<file path="src/rtl/vx_fpu_csr_slice.sv">
// vx_fpu_csr_slice: per-warp FP CSR state (frm, fflags) serving
// FPU rounding-mode lookups, flag accumulation and CSR accesses.
module vx_fpu_csr_slice #(
   parameter int NUM_WARPS  = 4,
   parameter int NW_WIDTH   = 2,
   parameter int PEND_WIDTH = 4
) (
   input  logic                 clk,
   input  logic                 reset,
   input  logic [NW_WIDTH-1:0]  read_wid,
   output logic [2:0]           read_frm,
   input  logic                 write_enable,
   input  logic [NW_WIDTH-1:0]  write_wid,
   input  logic [4:0]           write_fflags,
   input  logic                 issue_valid,
   input  logic [NW_WIDTH-1:0]  issue_wid,
   input  logic                 retire_valid,
   input  logic [NW_WIDTH-1:0]  retire_wid,
   output logic [NUM_WARPS-1:0] pend_full,
   input  logic                 csr_req_valid,
   output logic                 csr_req_ready,
   input  logic [NW_WIDTH-1:0]  csr_req_wid,
   input  logic [11:0]          csr_req_addr,
   input  logic [1:0]           csr_req_op,
   input  logic [31:0]          csr_req_data,
   output logic                 csr_rsp_valid,
   input  logic                 csr_rsp_ready,
   output logic [31:0]          csr_rsp_data
);

   logic [2:0]            frm_q    [NUM_WARPS];
   logic [4:0]            fflags_q [NUM_WARPS];
   logic [PEND_WIDTH-1:0] pend_q   [NUM_WARPS];
   logic [2:0]            frm_n    [NUM_WARPS];
   logic [4:0]            fflags_n [NUM_WARPS];
   logic [PEND_WIDTH-1:0] pend_n   [NUM_WARPS];
   logic [NUM_WARPS-1:0]  inc, dec;

   logic        is_ff, is_frm, is_fcsr;
   logic        stall, accept;
   logic [2:0]  old_frm;
   logic [4:0]  old_ff;
   logic [7:0]  old_sel, upd_val;
   logic [31:0] rsp_val;
   logic        unused_data;

   function automatic logic [7:0] csr_upd(
      input logic [7:0] old,
      input logic [7:0] d,
      input logic [1:0] op
   );
      logic [7:0] r;
      unique case (op)
         2'd0: r = old;
         2'd1: r = d;
         2'd2: r = old | d;
         2'd3: r = old & ~d;
         default: r = old;
      endcase
      return r;
   endfunction

   assign unused_data = ^csr_req_data[31:8];

   always_comb begin
      is_ff   = (csr_req_addr == 12'h001);
      is_frm  = (csr_req_addr == 12'h002);
      is_fcsr = (csr_req_addr == 12'h003);
      old_frm = frm_q[csr_req_wid];
      old_ff  = fflags_q[csr_req_wid];
      stall   = (is_ff | is_fcsr) &&
                (pend_q[csr_req_wid] != '0);
      csr_req_ready = ~stall &
                      (~csr_rsp_valid | csr_rsp_ready);
      accept  = csr_req_valid & csr_req_ready;
      old_sel = {old_frm, old_ff};
      rsp_val = '0;
      unique case (1'b1)
         is_ff: begin
            old_sel = {3'b0, old_ff};
            rsp_val = {27'b0, old_ff};
         end
         is_frm: begin
            old_sel = {5'b0, old_frm};
            rsp_val = {29'b0, old_frm};
         end
         is_fcsr: rsp_val = {24'b0, old_ff, old_frm} ;
         default: ;
      endcase
      if (is_fcsr) rsp_val = {24'b0, old_frm, old_ff};
      upd_val = csr_upd(old_sel, csr_req_data[7:0],
                        csr_req_op);
   end

   always_comb begin
      for (int w = 0; w < NUM_WARPS; w++) begin
         frm_n[w]    = frm_q[w];
         fflags_n[w] = fflags_q[w];
         pend_n[w]   = pend_q[w];
         inc[w] = issue_valid &&
                  (issue_wid == NW_WIDTH'(w));
         dec[w] = retire_valid &&
                  (retire_wid == NW_WIDTH'(w));
         if (accept && csr_req_wid == NW_WIDTH'(w)) begin
            if (is_frm)  frm_n[w] = upd_val[2:0];
            if (is_fcsr) frm_n[w] = upd_val[7:5];
            if (is_ff | is_fcsr)
               fflags_n[w] = upd_val[4:0];
         end
         // FPU flags merge after the CSR update so none are lost
         if (write_enable && write_wid == NW_WIDTH'(w))
            fflags_n[w] = fflags_n[w] | write_fflags;
         if (inc[w] && !dec[w] && !(&pend_q[w]))
            pend_n[w] = pend_q[w] + 1'b1;
         else if (dec[w] && !inc[w] && pend_q[w] != '0)
            pend_n[w] = pend_q[w] - 1'b1;
         pend_full[w] = &pend_q[w];
      end
   end

   always_ff @(posedge clk or posedge reset) begin
      if (reset) begin
         for (int w = 0; w < NUM_WARPS; w++) begin
            frm_q[w]    <= '0;
            fflags_q[w] <= '0;
            pend_q[w]   <= '0;
         end
         csr_rsp_valid <= 1'b0;
         csr_rsp_data  <= '0;
      end else begin
         for (int w = 0; w < NUM_WARPS; w++) begin
            frm_q[w]    <= frm_n[w];
            fflags_q[w] <= fflags_n[w];
            pend_q[w]   <= pend_n[w];
         end
         if (accept) begin
            csr_rsp_valid <= 1'b1;
            csr_rsp_data  <= rsp_val;
         end else if (csr_rsp_ready) begin
            csr_rsp_valid <= 1'b0;
         end
      end
   end

   assign read_frm = frm_q[read_wid];

   for (genvar g = 0; g < NUM_WARPS; g++) begin : g_chk
      a_no_ovf: assert property (@(posedge clk)
         disable iff (reset)
         !(inc[g] && !dec[g] && (&pend_q[g])));
      a_no_unf: assert property (@(posedge clk)
         disable iff (reset)
         !(dec[g] && !inc[g] && pend_q[g] == '0));
   end

endmodule

</file>
<file path="config.mk">
export PLATFORM = sky130hd
export DESIGN_NAME = vx_fpu_csr_slice
export DESIGN_NICKNAME = d
export VERILOG_FILES = /design/src/rtl/vx_fpu_csr_slice.sv
export SDC_FILE = /design/constraint.sdc
export NUM_CORES = 1
export LEC_CHECK = 0
export ABC_AREA = 1
export CAP_MARGIN = 25
export CORE_MARGIN = 5
export CORE_UTILIZATION = 40
export CTS_CLUSTER_DIAMETER = 80
export DETAILED_ROUTE_END_ITERATION = 10
export DONT_BUFFER_PORTS = 1
export GPL_TIMING_DRIVEN = 0
export PLACE_DENSITY = 0.52
export SLEW_MARGIN = 20
export SYNTH_ARGS = -nofsm -noshare
export SYNTH_HDL_FRONTEND = slang
export SYNTH_SLANG_ARGS = --single-unit
export TNS_END_PERCENT = 10
</file>
<file path="constraint.sdc">
create_clock -name clk -period 2.3 [get_ports clk]
set_input_delay 0.46 -clock clk [delete_from_list [all_inputs] [get_ports clk]]
set_output_delay 0.46 -clock clk [all_outputs]
set_load 0.05 [all_outputs]
</file>
# ---- Word-level counts from Yosys, hierarchy flattened
# Cells that the tools add are included.
dict set report word_totals {
  word_cells 166
  inputBits 68
  ff_bits 81
  output_inout_bits 41
}
dict set report classes {
  n_mux 40
  n_reduce_logical 69
  addsub 8
  n_eq_ne 18
  bitwise_logic 15
  order_cmp 2
}
# operator count
set op_table {}
lappend op_table {{two-way mux 5 bit} 14}
lappend op_table {{two-way mux 4 bit} 10}
lappend op_table {{logical AND 1 bit} 33}
lappend op_table {{two-way mux 32 bit} 1}
lappend op_table {{one-hot mux 8 bit (4 select lines)} 1}
lappend op_table {{equality test 12 x 2 -> 1 bit (second input constant)} 2}
lappend op_table {{equality test 2 bit (second input constant)} 10}
lappend op_table {{OR 5 bit} 4}
lappend op_table {{nonzero test 4 bit} 5}
lappend op_table {{two-way mux 3 bit} 6}
lappend op_table {{adder 4 x 1 -> 4 bit (second input constant)} 4}
lappend op_table {{one-hot mux 8 bit (2 select lines)} 1}
lappend op_table {{AND reduction 4 bit} 4}
lappend op_table {{subtractor 4 x 1 -> 4 bit (second input constant)} 4}
lappend op_table {{binary-select mux 3 bit (select 2 bit)} 2}
lappend op_table {{equality test 12 x 1 -> 1 bit (second input constant)} 1}
lappend op_table {{zero test 1 bit} 12}
lappend op_table {{nonzero test 2 bit} 6}
lappend op_table {{binary-select mux 5 bit (select 2 bit)} 1}
lappend op_table {{equality test 2 x 1 -> 1 bit (second input constant)} 5}
lappend op_table {{zero test 2 bit} 5}
lappend op_table {{one-hot mux 5 bit (2 select lines)} 1}
lappend op_table {{bitwise AND 8 bit} 1}
lappend op_table {{binary-select mux 4 bit (select 2 bit)} 1}
lappend op_table {{other kinds (9)} 18}

# ---- Longest topological paths before layout
dict set report logic_depth {
  ltp_word 13
  mapped_depth 14
}

# ---- Worst setup path after synthesis
# No wires, ideal clock.
dict set report synth_path {
  path_kind {input-to-reg}
  start {input port csr_req_wid[0]}
  end {register fflags_q[0] in the netlist's numbering}
  t_required_ns 2.174
  n_path_buf 1
  path_stages 11
  path_slack_ns 0.199
  arrival_time_ns 1.975
  cell_sequence {buf_4 -> nand2_2 -> inv_2 -> nand2_1 -> nand2_1 -> nor2_1 -> nor2_1 -> nor2_2 -> nand4_1 -> nand2_1 -> nand3_1}
}
# item line
set synth_rtl {}
lappend synth_rtl {{start, declared} 22} ;# input logic [NW_WIDTH-1:0] csr_req_wid,
lappend synth_rtl {{end signal, assigned by index} 133} ;# fflags_q[w] <= fflags_n[w];
lappend synth_rtl {{end, declared} 32} ;# logic [4:0] fflags_q [NUM_WARPS];

# ---- Worst setup path after layout
dict set report layout_path {
  start {register pend_q[8] in the netlist's numbering}
  end {output port csr_req_ready}
}
dict set report layout_between {
  elab_chain_cells 7
}
# item line
set layout_rtl {}
lappend layout_rtl {{start, declared} 33} ;# logic [PEND_WIDTH-1:0] pend_q [NUM_WARPS];
lappend layout_rtl {{start signal, assigned by index} 134} ;# pend_q[w] <= pend_n[w];
lappend layout_rtl {{binary-select mux 4 bit (select 2 bit)} 72} ;# (pend_q[csr_req_wid] != '0);
lappend layout_rtl {{two-way mux 4 bit (implied by the code) (2 in a row)} 72}
lappend layout_rtl {{nonzero test 4 bit} 72}
lappend layout_rtl {{logical AND 1 bit} 71} ;# stall = (is_ff | is_fcsr) &&
lappend layout_rtl {{inverter 1 bit} 73} ;# csr_req_ready = ~stall &
lappend layout_rtl {{bitwise AND 1 bit} 73}
lappend layout_rtl {{end, declared} 21} ;# output logic csr_req_ready,
# No other way between the ends. The select of a mux whose other input is x is not followed.

==> summary.txt <==
Run status
  – Status: complete, no violations

STA
  – Final slew viol count: 0
  – Min cycle time layout: 2.24 ns
  – Tcrit/Tclk final: 97.3%
  – Max Freq: about 0.45 GHz
  – Slack of the critical path: roughly 0.062 ns
  – Fin. Hold Viols: 0
  – Max_slew headroom: 26.7%
  – Unrepaired setup endpoints after global routing: yes
  – Final setup fails: 0
  – Max Clock Skew: approximately 0.012 ns
  – Slew @ Worst Pin: between 1 and 1.5 ns

Global routing
  – Largest net degree at the start of global routing: 54
  – Initial antenna violation count: 0
  – Total track usage: 18.4%
  – Vias in the first global route: about 3300
  – First-pass GRT wire length: between 15000 and 20000 um
  – Total gr overflow: 0

Finish
  – Ant diodes: 0
  – # fillers: just over 1000
  – Layout Nets: 677
  – Area Growth Syn to Fin: 16.3%
  – Most common cell after layout, fill and taps aside: nand2_1
  – Area occupied by multi-input gates: 2180 um2
  – Final instance area: 4540 um2
  – Share of layout cells above drive strength 1: around 15%
  – Register area: about 1400 um2
  – Most frequent cells in the layout: nand2_1, dfrtp_1, inv_1, nand3_1, nor2_1

Floorplanning
  – Chip width: 109 um
  – I/O pin count: roughly 110
  – Die area: ~12000 um2
  – Core area: between 9000 and 10000 um2
  – Row cnt: 36
  – Die extent in y: between 100 and 150 um
  – Starting density of the core: a little over 40%

Yosys
  – Mapped Area: between 3000 and 4000 um2
  – Yosys reg bits: 57
  – Yosys warns: 0
  – Sequential share of the synthesized area: a little over a third
  – Dominant combinational cell family by area after synthesis: simple AND/OR/NAND/NOR gates
  – Post-synthesis simple-gate area fraction: 36.4%
  – Syn avg cell area: between 7 and 8 um2
  – Synth top area cells: dfrtp_1, nand2_1, nand3_1
  – Post-synthesis cell count: 553
  – Post-synth top area share: a little over a third
  – Post-synthesis compound-gate area fraction: about 6.6%
  – Count of different cell masters after synthesis: 32
  – Post-synthesis mux area share: 1.92%
  – Adder-cell share of the synthesized area: approximately 4.6%
  – Leading area contributor after synthesis: dfrtp_1
  – Xor/xnor share of the synthesized area: about 2.5%

Routing
  – Remaining DRCs: 0
  – Met1 WL: between 4000 and 5000 um
  – DRT Pass-1 Iters: 5
  – Top Metal Used: met4
  – Avg WL per Cell: 14.3 um
  – WL final: 10500 um
  – DRT iter0 DRCs: approximately 200
  – ANT nets after route: 0
  – Via count: between 3000 and 4000
  – Avg Vias per Cell: around 4.8
  – WL met2: 5080 um
  – Routed met3 length: 752 um

Critical path
  – Critical path buffers and inverters: 1
  – Worst setup EP type: output pin
  – CP cell instances: buf_4 > nor2_1 > nand2_1 > nand2_1 > nand2_1 > nor2_1 > nor2_1 > nor2_4
  – Worst Path Required: approximately 1.8 ns
  – Max incr delay on CP: ~0.42 ns
  – Critical Path Start Type: flip-flop
  – Internal reg-to-reg setup slack: roughly 0.1 ns
  – Kind of critical path: reg2out
  – WP data arrival: between 1.5 and 2 ns
  – CP delay by family, top: simple AND/OR/NAND/NOR gates
  – Slowest-stage cell, CP: dfrtp_2
  – Peak fanout along the critical path: 5

Power and ir drop
  – Total Power: between 3 and 4 mW
  – Max VDD drop: roughly 0.00039 V
  – Pwr per Cell Area: 791 nW/um2
  – Leak pwr: roughly 2.3 nW

CTS
  – CTS buffer count: 9
  – TritonCTS Sinks: between 50 and 60
  – Bufs on Longest Clock Path: 2
  – CTS root buf: clkbuf_8
  – H-tree lvl count: 3
  – CTS tree: built
  – Worst-path clk slew: 0.07 ns
  – Worst skew pair latency: between 0.3 and 0.4 ns

Hold path
  – Worst hold path class: in2reg

Placement
  – Post-detail-place hpwl: 8130 um
  – Port Buffer Count: 0
  – Area after DPL: between 4000 and 5000 um2
  – Pre-CTS setup slack: -0.280 ns
  – Gp weighted congestion: between 0.8 and 0.9

Flow run
  – Max cap viols: 0
[layout make-up]
class | count | share of cell area, %
multi-input combinational | 431 | 48.1
sequential | 57 | 31.5
inverter | 59 | 5.10
buffer | 29 | 4.90
clock buffer | 14 | 3.80
tap | 133 | 3.66
timing repair buffer | 10 | 2.15
clock inverter | 2 | 0.771
[where the power goes]
part / total [mW] / internal, mW / switching, mW
clock: 0.979 / 0.589 / 0.390
sequential: 1.43 / 1.18 / 0.240
combinational: 1.19 / 0.507 / 0.682
total: 3.59 / 2.28 / 1.31
[registers in the layout (all words and copies together), names as in the netlist]
name and flops:
csr_rsp_data 8, csr_rsp_valid 1, fflags_q 20, frm_q 12, pend_q 16
[synthesized netlist by cell type]
master / instances
nand3_1: 51
inv_2: 3
or3_1: 1
ha_1: 8
nand4_1: 11
nor2_1: 36
mux2i_1: 3
nand3_2: 1
nand2_2: 1
buf_2: 1
o21a_1: 3
nor2_4: 3
buf_6: 2
o22ai_1: 2
a21oi_1: 12
nor2_2: 6
xor2_1: 7
mux2_2: 4
o31ai_1: 1
nand2_1: 203
nor3_2: 4
inv_1: 56
conb_1: 1
nor3_1: 13
dfrtp_1: 57
a21boi_1: 1
buf_4: 26
a21o_1: 3
xnor2_1: 4
o21ai_0: 20
o21ai_1: 5
fa_1: 4
[per-stage QoR]
| step | instances | hold slack (ns) | utilization [%] | setup TNS, ns |
|---|---|---|---|---|
| 2_1_floorplan | 576 | 0.447 | - | 0 |
| 3_3_place_gp | 709 | 0.463 | 43.1 | -27.39 |
| 3_5_place_dp | 710 | 0.226 | 43.4 | -4.68 |
| 4_1_cts | 727 | 0.233 | 45.7 | -0.0127 |
| 5_1_grt | 735 | 0.239 | 47.1 | -0.220 |
| 6_report | 735 | 0.253 | 47.1 | 0 |
[worst paths after layout]
path / startpoint / end / cells past startpoint
min in group asynchronous: reset / pend_q[0]$_DFFE_PP0P_ / 2
max in group asynchronous: reset / fflags_q[10]$_DFF_PP0_ / 3
worst max register to register: pend_q[8]$_DFFE_PP0P_ / fflags_q[5]$_DFF_PP0_ / 11
worst min register to register: fflags_q[6]$_DFF_PP0_ / fflags_q[6]$_DFF_PP0_ / 2
worst max-delay path: pend_q[8]$_DFFE_PP0P_ / csr_req_ready / 8
worst min-delay path: write_fflags[3] / fflags_q[18]$_DFF_PP0_ / 2
[cell families after synthesis]
| group | after synthesis |
|---|---|
| AO/OA/AOI/OAI | 47 |
| XOR/XNOR | 11 |
| adder cells (fa/ha/maj) | 12 |
| buffers and inverters | 88 |
| flip-flops | 57 |
| multiplexers | 7 |
| other | 1 |
| AND/OR/NAND/NOR | 330 |
[metal layers]
layer,track usage [%],vias to the layer above
li1,-,1815
met1,22.7,1653
met2,31.2,84
met3,5.21,9
met4,5.14,0
met5,0,-
[timing repair]
item / in CTS / in global routing
setup buffers: 0 / 8
endpoints found under the setup margin: 22 / 3
hold endpoints to repair: 4 / 0
hold buffers: 1 / 0
gates resized for setup: 1 / 17
pin swaps: 0 / 10
No activity file was read; power rests on OpenSTA's default activity.
